--- src/rtl/perf_pkg.sv ---
// Shared types, reset constants and saturating arithmetic for the
// multi-channel start/stop latency counter.
package perf_pkg;

   typedef enum logic {
      IDLE = 1'b0,
      RUN  = 1'b1
   } state_t;

   // Wide reset patterns; users cast them down to the field width.
   localparam logic [63:0] MIN_RST  = '1;
   localparam logic [63:0] STAT_RST = '0;

   // Sum of two values that live in w-bit fields, clipped at 2^w-1 (w <= 64).
   function automatic logic [63:0] sat_add(input logic [63:0] a,
                                           input logic [63:0] b,
                                           input int unsigned w);
      logic [64:0] s;
      logic [64:0] lim;
      s   = {1'b0, a} + {1'b0, b};
      lim = (65'd1 << w) - 65'd1;
      return (s > lim) ? lim[63:0] : s[63:0];
   endfunction

endpackage

--- src/rtl/perf_chan.sv ---
// One latency channel: input edge detect, IDLE/RUN FSM, saturating cycle
// counter and the last/min/max/sum/count statistics.
module perf_chan
   import perf_pkg::*;
#(
   parameter int CW   = 16,
   parameter int SUMW = 32,
   parameter int NW   = 16
) (
   input  logic            clk,
   input  logic            rst,
   input  logic            clr,
   input  logic            start,
   input  logic            stop,
   output logic            busy,
   output logic            done,
   output logic            ovf,
   output logic [CW-1:0]   last_val,
   output logic [CW-1:0]   min_val,
   output logic [CW-1:0]   max_val,
   output logic [SUMW-1:0] sum_val,
   output logic [NW-1:0]   n_val
);

   localparam logic [CW-1:0] CNT_MAX = '1;

   state_t            state_reg, state_next;
   logic              start_q_reg, stop_q_reg;
   logic              start_edge, stop_edge;
   logic [CW-1:0]     cnt_reg, cnt_next;
   logic              complete, sat_hit;
   logic              done_reg, ovf_reg;
   logic [CW-1:0]     last_reg, min_reg, max_reg;
   logic [SUMW-1:0]   sum_reg;
   logic [NW-1:0]     n_reg;

   assign start_edge = start & ~start_q_reg;
   assign stop_edge  = stop & ~stop_q_reg;

   always_ff @(posedge clk or negedge rst) begin
      if (!rst) begin
         state_reg <= IDLE;
      end else if (clr) begin
         state_reg <= IDLE;
      end else begin
         state_reg <= state_next;
      end
   end

   // A start edge in the same cycle as a stop edge re-arms immediately.
   always_comb begin
      state_next = state_reg;
      case (state_reg)
         IDLE:    if (start_edge) state_next = RUN;
         RUN:     if (stop_edge && !start_edge) state_next = IDLE;
         default: state_next = IDLE;
      endcase
   end

   always_comb begin
      complete = 1'b0;
      sat_hit  = 1'b0;
      cnt_next = cnt_reg;
      case (state_reg)
         IDLE: begin
            if (start_edge) cnt_next = CW'(1);
         end
         RUN: begin
            if (stop_edge) begin
               complete = 1'b1;
               cnt_next = start_edge ? CW'(1) : '0;
            end else if (cnt_reg == CNT_MAX) begin
               sat_hit = 1'b1;
            end else begin
               cnt_next = cnt_reg + CW'(1);
            end
         end
         default: cnt_next = '0;
      endcase
   end

   always_ff @(posedge clk or negedge rst) begin
      if (!rst) begin
         start_q_reg <= 1'b0;
         stop_q_reg  <= 1'b0;
         cnt_reg     <= '0;
         done_reg    <= 1'b0;
         ovf_reg     <= 1'b0;
         last_reg    <= CW'(STAT_RST);
         min_reg     <= CW'(MIN_RST);
         max_reg     <= CW'(STAT_RST);
         sum_reg     <= SUMW'(STAT_RST);
         n_reg       <= NW'(STAT_RST);
      end else if (clr) begin
         start_q_reg <= 1'b0;
         stop_q_reg  <= 1'b0;
         cnt_reg     <= '0;
         done_reg    <= 1'b0;
         ovf_reg     <= 1'b0;
         last_reg    <= CW'(STAT_RST);
         min_reg     <= CW'(MIN_RST);
         max_reg     <= CW'(STAT_RST);
         sum_reg     <= SUMW'(STAT_RST);
         n_reg       <= NW'(STAT_RST);
      end else begin
         start_q_reg <= start;
         stop_q_reg  <= stop;
         cnt_reg     <= cnt_next;
         done_reg    <= complete;
         if (sat_hit) ovf_reg <= 1'b1;
         if (complete) begin
            last_reg <= cnt_reg;
            if (cnt_reg < min_reg) min_reg <= cnt_reg;
            if (cnt_reg > max_reg) max_reg <= cnt_reg;
            sum_reg <= SUMW'(sat_add(64'(sum_reg), 64'(cnt_reg), SUMW));
            n_reg   <= NW'(sat_add(64'(n_reg), 64'd1, NW));
         end
      end
   end

   assign busy     = (state_reg == RUN);
   assign done     = done_reg;
   assign ovf      = ovf_reg;
   assign last_val = last_reg;
   assign min_val  = min_reg;
   assign max_val  = max_reg;
   assign sum_val  = sum_reg;
   assign n_val    = n_reg;

endmodule

--- src/rtl/perf_counter_mc.sv ---
// NCH independent start/stop latency channels with a registered readout
// port that shows the statistics of the channel picked by sel.
module perf_counter_mc
   import perf_pkg::*;
#(
   parameter  int NCH  = 4,
   parameter  int CW   = 16,
   parameter  int SUMW = 32,
   parameter  int NW   = 16,
   localparam int SELW = (NCH > 1) ? $clog2(NCH) : 1
) (
   input  logic            clk,
   input  logic            rst,
   input  logic            clr,
   input  logic [NCH-1:0]  start,
   input  logic [NCH-1:0]  stop,
   input  logic [SELW-1:0] sel,
   output logic [NCH-1:0]  busy,
   output logic [NCH-1:0]  done,
   output logic [NCH-1:0]  ovf,
   output logic [CW-1:0]   last_val,
   output logic [CW-1:0]   min_val,
   output logic [CW-1:0]   max_val,
   output logic [SUMW-1:0] sum_val,
   output logic [NW-1:0]   n_samples
);

   logic [CW-1:0]   last_arr [NCH];
   logic [CW-1:0]   min_arr  [NCH];
   logic [CW-1:0]   max_arr  [NCH];
   logic [SUMW-1:0] sum_arr  [NCH];
   logic [NW-1:0]   n_arr    [NCH];

   logic [CW-1:0]   last_next, min_next, max_next;
   logic [SUMW-1:0] sum_next;
   logic [NW-1:0]   n_next;

   logic [CW-1:0]   last_reg, min_reg, max_reg;
   logic [SUMW-1:0] sum_reg;
   logic [NW-1:0]   n_reg;

   genvar gi;
   generate
      for (gi = 0; gi < NCH; gi++) begin : g_chan
         perf_chan #(
            .CW   (CW),
            .SUMW (SUMW),
            .NW   (NW)
         ) u_chan (
            .clk      (clk),
            .rst      (rst),
            .clr      (clr),
            .start    (start[gi]),
            .stop     (stop[gi]),
            .busy     (busy[gi]),
            .done     (done[gi]),
            .ovf      (ovf[gi]),
            .last_val (last_arr[gi]),
            .min_val  (min_arr[gi]),
            .max_val  (max_arr[gi]),
            .sum_val  (sum_arr[gi]),
            .n_val    (n_arr[gi])
         );
      end
   endgenerate

   // A select beyond the last channel matches nothing and reads as reset values.
   always_comb begin
      last_next = CW'(STAT_RST);
      min_next  = CW'(MIN_RST);
      max_next  = CW'(STAT_RST);
      sum_next  = SUMW'(STAT_RST);
      n_next    = NW'(STAT_RST);
      for (int i = 0; i < NCH; i++) begin
         if (sel == SELW'(i)) begin
            last_next = last_arr[i];
            min_next  = min_arr[i];
            max_next  = max_arr[i];
            sum_next  = sum_arr[i];
            n_next    = n_arr[i];
         end
      end
   end

   always_ff @(posedge clk or negedge rst) begin
      if (!rst) begin
         last_reg <= CW'(STAT_RST);
         min_reg  <= CW'(MIN_RST);
         max_reg  <= CW'(STAT_RST);
         sum_reg  <= SUMW'(STAT_RST);
         n_reg    <= NW'(STAT_RST);
      end else if (clr) begin
         last_reg <= CW'(STAT_RST);
         min_reg  <= CW'(MIN_RST);
         max_reg  <= CW'(STAT_RST);
         sum_reg  <= SUMW'(STAT_RST);
         n_reg    <= NW'(STAT_RST);
      end else begin
         last_reg <= last_next;
         min_reg  <= min_next;
         max_reg  <= max_next;
         sum_reg  <= sum_next;
         n_reg    <= n_next;
      end
   end

   assign last_val  = last_reg;
   assign min_val   = min_reg;
   assign max_val   = max_reg;
   assign sum_val   = sum_reg;
   assign n_samples = n_reg;

endmodule
--- config.mk ---
export PLATFORM = sky130hd
export DESIGN_NAME = perf_counter_mc
export DESIGN_NICKNAME = d
export VERILOG_FILES = /design/src/rtl/perf_pkg.sv /design/src/rtl/perf_chan.sv /design/src/rtl/perf_counter_mc.sv
export SDC_FILE = /design/constraint.sdc
export NUM_CORES = 1
export LEC_CHECK = 0
export CORE_MARGIN = 5
export CORE_UTILIZATION = 50
export DETAILED_ROUTE_END_ITERATION = 10
export PLACE_DENSITY = 0.7
export SLEW_MARGIN = 20
export SYNTH_ARGS = -nofsm -noshare
export SYNTH_HDL_FRONTEND = slang
export SYNTH_SLANG_ARGS = --single-unit
--- constraint.sdc ---
create_clock -name clk -period 2.8 [get_ports clk]
set_input_delay 0.42 -clock clk [delete_from_list [all_inputs] [get_ports clk]]
set_output_delay 0.42 -clock clk [all_outputs]
set_load 0.01 [all_outputs]
==> results list <==
* Maximum Capacitance Violations: 0
- Die outline width: ~270 microns
- The clock period could shrink to approximately 2.8 ns.
- Share of flip-flops with an asynchronous set or reset: 1.000
- Number of antenna violations at the first check in global routing: 3
- Pre-antenna DRT Iters: 6
- CTS Buf Count: between 60 and 70
- After global routing the overflow that remains totals 0.
* Setup TNS: 0 ns
- Cells taking the most area after synthesis: dfrtp_1, ha_1, mux4_2
* First-pass GRT wire length: ~160 mm
- TritonCTS built the clock tree.
* Portion of the post-synthesis area used by sequential elements: 0.4310
- The detailed router placed about 28,000 vias in this run.
- Vias in the first global route: 26,330
- Once placement completed, the tool counted placed cells totaling 4,392.
* Initial core utilization: 0.5026
- Worst Setup End Kind: flop
* Top achievable clock speed: 361.1 MHz
- Dividing total power by cell area gives a power density of slightly below 500 nW/um^2.
- The library cell used most frequently in the layout, excluding fill and tap cells, is dfrtp_1.
* Clock-pin slew on the worst setup and hold paths: 0.05 ns
- In this run the remaining antenna-violating nets after routing total 0.
- H-tree lvl count: 3
- In this run the tightest slew margin relative to its limit is 0.3499.
- Skew final: 0.01584 ns
- Layout area overhead: 17.88%
* Worst endpoint data arrival time: ~3.3 ns
- Cell type with the largest total area after synthesis: dfrtp_1
* Cells on worst reg2reg path: 12
- Leakage dissipation: 17.65 nW
* Hold violation count in the final report: 0
* Largest net degree at the start of global routing: approximately 190
- Violation count after the first detailed-routing iteration: 3,188
* Final wirelength: just over 100 mm
- Floorplan die height: roughly 270 microns
* # port buffers: 120
* Routed wire per std cell: about 23 microns
- The worst register-to-register path begins at g_chan[1].u_chan.sum_val[0]$_DFFE_PN0P_.
- Main flop type after synthesis: dfrtp_1
* Data required time of the critical path: roughly 3.3 ns
- Detail-routed via count per cell: 6.162
- By startpoint and endpoint, the worst setup path is classified as reg2reg.
* Timing endpoint of the critical path: g_chan[1].u_chan.sum_val[14]$_DFFE_PN0P_
- Largest driver fanout on the critical path: 5
- Flop-to-flop setup slack: around 0.031 ns
* RSZ-0062 raised after global routing: yes
- Die area: 71,200 sq um
- Number of synthesized flops with an enable pin: 0
* IR Drop Worst-Case VDD: between 300 and 400 uV
* Synth top area share: 0.3672
- Dividing the final minimum period by the clock period gives 0.9890.
- Average instance area after synthesis: around 9.7 sq um
* # rows: 94
* Final standard cell utilization of the core: 0.5924
- Counting the fill cells in the layout gives between 5,000 and 6,000.
* Gate count after technology mapping: approximately 3,400
* Routability cong.: approximately 0.96
- CTS saw roughly 560 sinks.
* End of the worst register-to-register path: g_chan[1].u_chan.sum_val[14]$_DFFE_PN0P_
- Root buffer selected by CTS: clkbuf_16
- The register with the most flip-flops in the layout has ~130 of them.
- Slew @ Worst Pin: between 0.9 and 1 ns
- Count of pins on the block boundary: between 100 and 150
* Class of the tightest hold or removal check: in2reg
* Startpoint class of the critical path: flop
- Total Nets Final: 3,823
* Most frequent cells in the layout: dfrtp_1, nand2_1, nor2_1
- Excluding fillers, the count of instances in the completed layout stands at 4,523.
- The synthesized netlist occupies a cell area of 32,980 sq um.
- The flow ran to the end, and the final reports show no timing, DRC or antenna violations.
- No sink is reached through more buffers than the 3 on the longest clock path.
* Share of layout cells above drive strength 1: 0.1657
- Synth warn: 0
- Setup violations remaining at the end of the flow were counted as 0.
- Core region area: around 66,000 sq um
- Detailed placement ended at an HPWL of 73.67 mm.
* Register bit count reported by yosys: 564
- Syn nets: ~3,600
- DRC violations left: 0
- The critical path starts at g_chan[1].u_chan.sum_val[0]$_DFFE_PN0P_.
- Worst-Skew Late Latency: about 0.6 ns
* GRT Total Usage: 0.2822
- Distinct cell type count after synthesis: between 90 and 100
- The final count of pins violating max slew came to 0.
-- synth_stat cells (all sizes together), types with 4 or more instances --
cell	count
fa	4
mux2i	83
nor2b	27
inv	172
or3	15
nor3	68
a41oi	11
or2	26
a21oi	255
dfstp	80
o21a	29
nand4	48
o211a	13
nand2b	24
nand3b	9
nor2	286
buf	46
a211o	4
a221oi	5
nand2	337
o31ai	9
nand3	104
xor2	34
xnor2	30
a21o	49
a31oi	53
ha	200
mux4	96
o22ai	10
nor3b	8
o211ai	68
and4	22
nor4	17
and2	106
o21ai	209
dfrtp	484
clkbuf	146
a311oi	41
and3	70
o21bai	8
a211oi	37
a2111oi	5
-- cell families (layout without fill, tap and decap cells) --
kind of cell | count (synthesis) | in the layout | share of synthesized area
AND/OR/NAND/NOR | 1178 | 1178 | 0.1747
AO/OA/AOI/OAI | 841 | 841 | 0.1636
flip-flops | 564 | 564 | 0.4310
buffers and inverters | 364 | 627 | 0.04442
adder cells (fa/ha/maj) | 204 | 204 | 0.07830
multiplexers | 180 | 180 | 0.09108
XOR/XNOR | 64 | 64 | 0.01700
other | 0 | 1 | 0
-- routing by layer --
| layer | vias up | share of wire | routed length, microns | global-route usage |
|---|---|---|---|---|
| met4 | 2 | 0.037 | 3738 | 0.09468 |
| met5 | - | 0.00013 | 13 | 0 |
| met2 | 1241 | 0.44 | 44840 | 0.4241 |
| met3 | 212 | 0.10 | 10140 | 0.06923 |
| met1 | 13695 | 0.42 | 43080 | 0.4045 |
| li1 | 12722 | - | - | - |
-- stage by stage --
stage          setup WS (ns)  hold slack [ns]  power [mW]  instance area, sq um
2_1_floorplan         0.1559           0.1244       9.388                 32980
3_3_place_gp       -0.008035           0.4164       10.08                 36330
3_5_place_dp        -0.01367           0.4137       10.09                 36330
4_1_cts            0.0009133           0.1398       19.11                 38600
5_1_grt             -0.05697           0.1538       19.64                 38880
6_report             0.03078           0.1605       18.98                 38880
-- power breakdown --
part | internal, mW | switching [mW] | leakage, nW
clock | 5.43 | 3.57 | 1.11
combinational | 0.538 | 0.955 | 8.99
sequential | 8.34 | 0.151 | 7.56
-- how the worst min path moves through the flow --
stage / start / to / slack, ns / depth (start not counted)
after floorplan: rst / g_chan[0].u_chan.busy$_DFF_PN0_ / 0.12 / 0
after global placement: rst / g_chan[2].u_chan.max_val[6]$_DFFE_PN0P_ / 0.42 / 1
after detailed placement: rst / g_chan[2].u_chan.max_val[6]$_DFFE_PN0P_ / 0.41 / 1
after CTS: clr / g_chan[2].u_chan.stop_q_reg$_DFF_PN0_ / 0.14 / 2
after global routing: clr / g_chan[2].u_chan.stop_q_reg$_DFF_PN0_ / 0.15 / 2
final: clr / g_chan[2].u_chan.done$_DFF_PN0_ / 0.16 / 2
-- worst max-delay path, stage by stage (launching register included) --
cell	delay, ns
dfrtp_1	0.41
ha_2	0.20
inv_2	0.07
fa_2	0.22
nor2b_2	0.05
o31a_1	0.35
o41ai_4	0.47
nand4_1	0.21
nand2_2	0.18
nor3_4	0.08
nor2_1	0.17
buf_4	0.17
a21oi_1	0.06
-- layout make-up --
class	instances	area, sq um	area share
tap	864	1081	0.02780
inverter	172	650.6	0.01673
clock inverter	24	337.8	0.008689
multi-input combinational	2467	17530	0.4509
timing repair buffer	335	3142	0.08081
clock buffer	96	1917	0.04930
antenna	1	2.502	0.00006436
sequential	564	14220	0.3657
-- repair_timing --
| action | 4_1_cts | 5_1_grt |
|---|---|---|
| endpoints found under the hold margin | 16 | 0 |
| hold buffers | 1 | 0 |
| resized for setup | 1 | 51 |
| setup endpoints to repair | 1 | 127 |
| setup buffers | 0 | 9 |
| pin swaps | 0 | 15 |
Power figures use the tool's default switching activity.
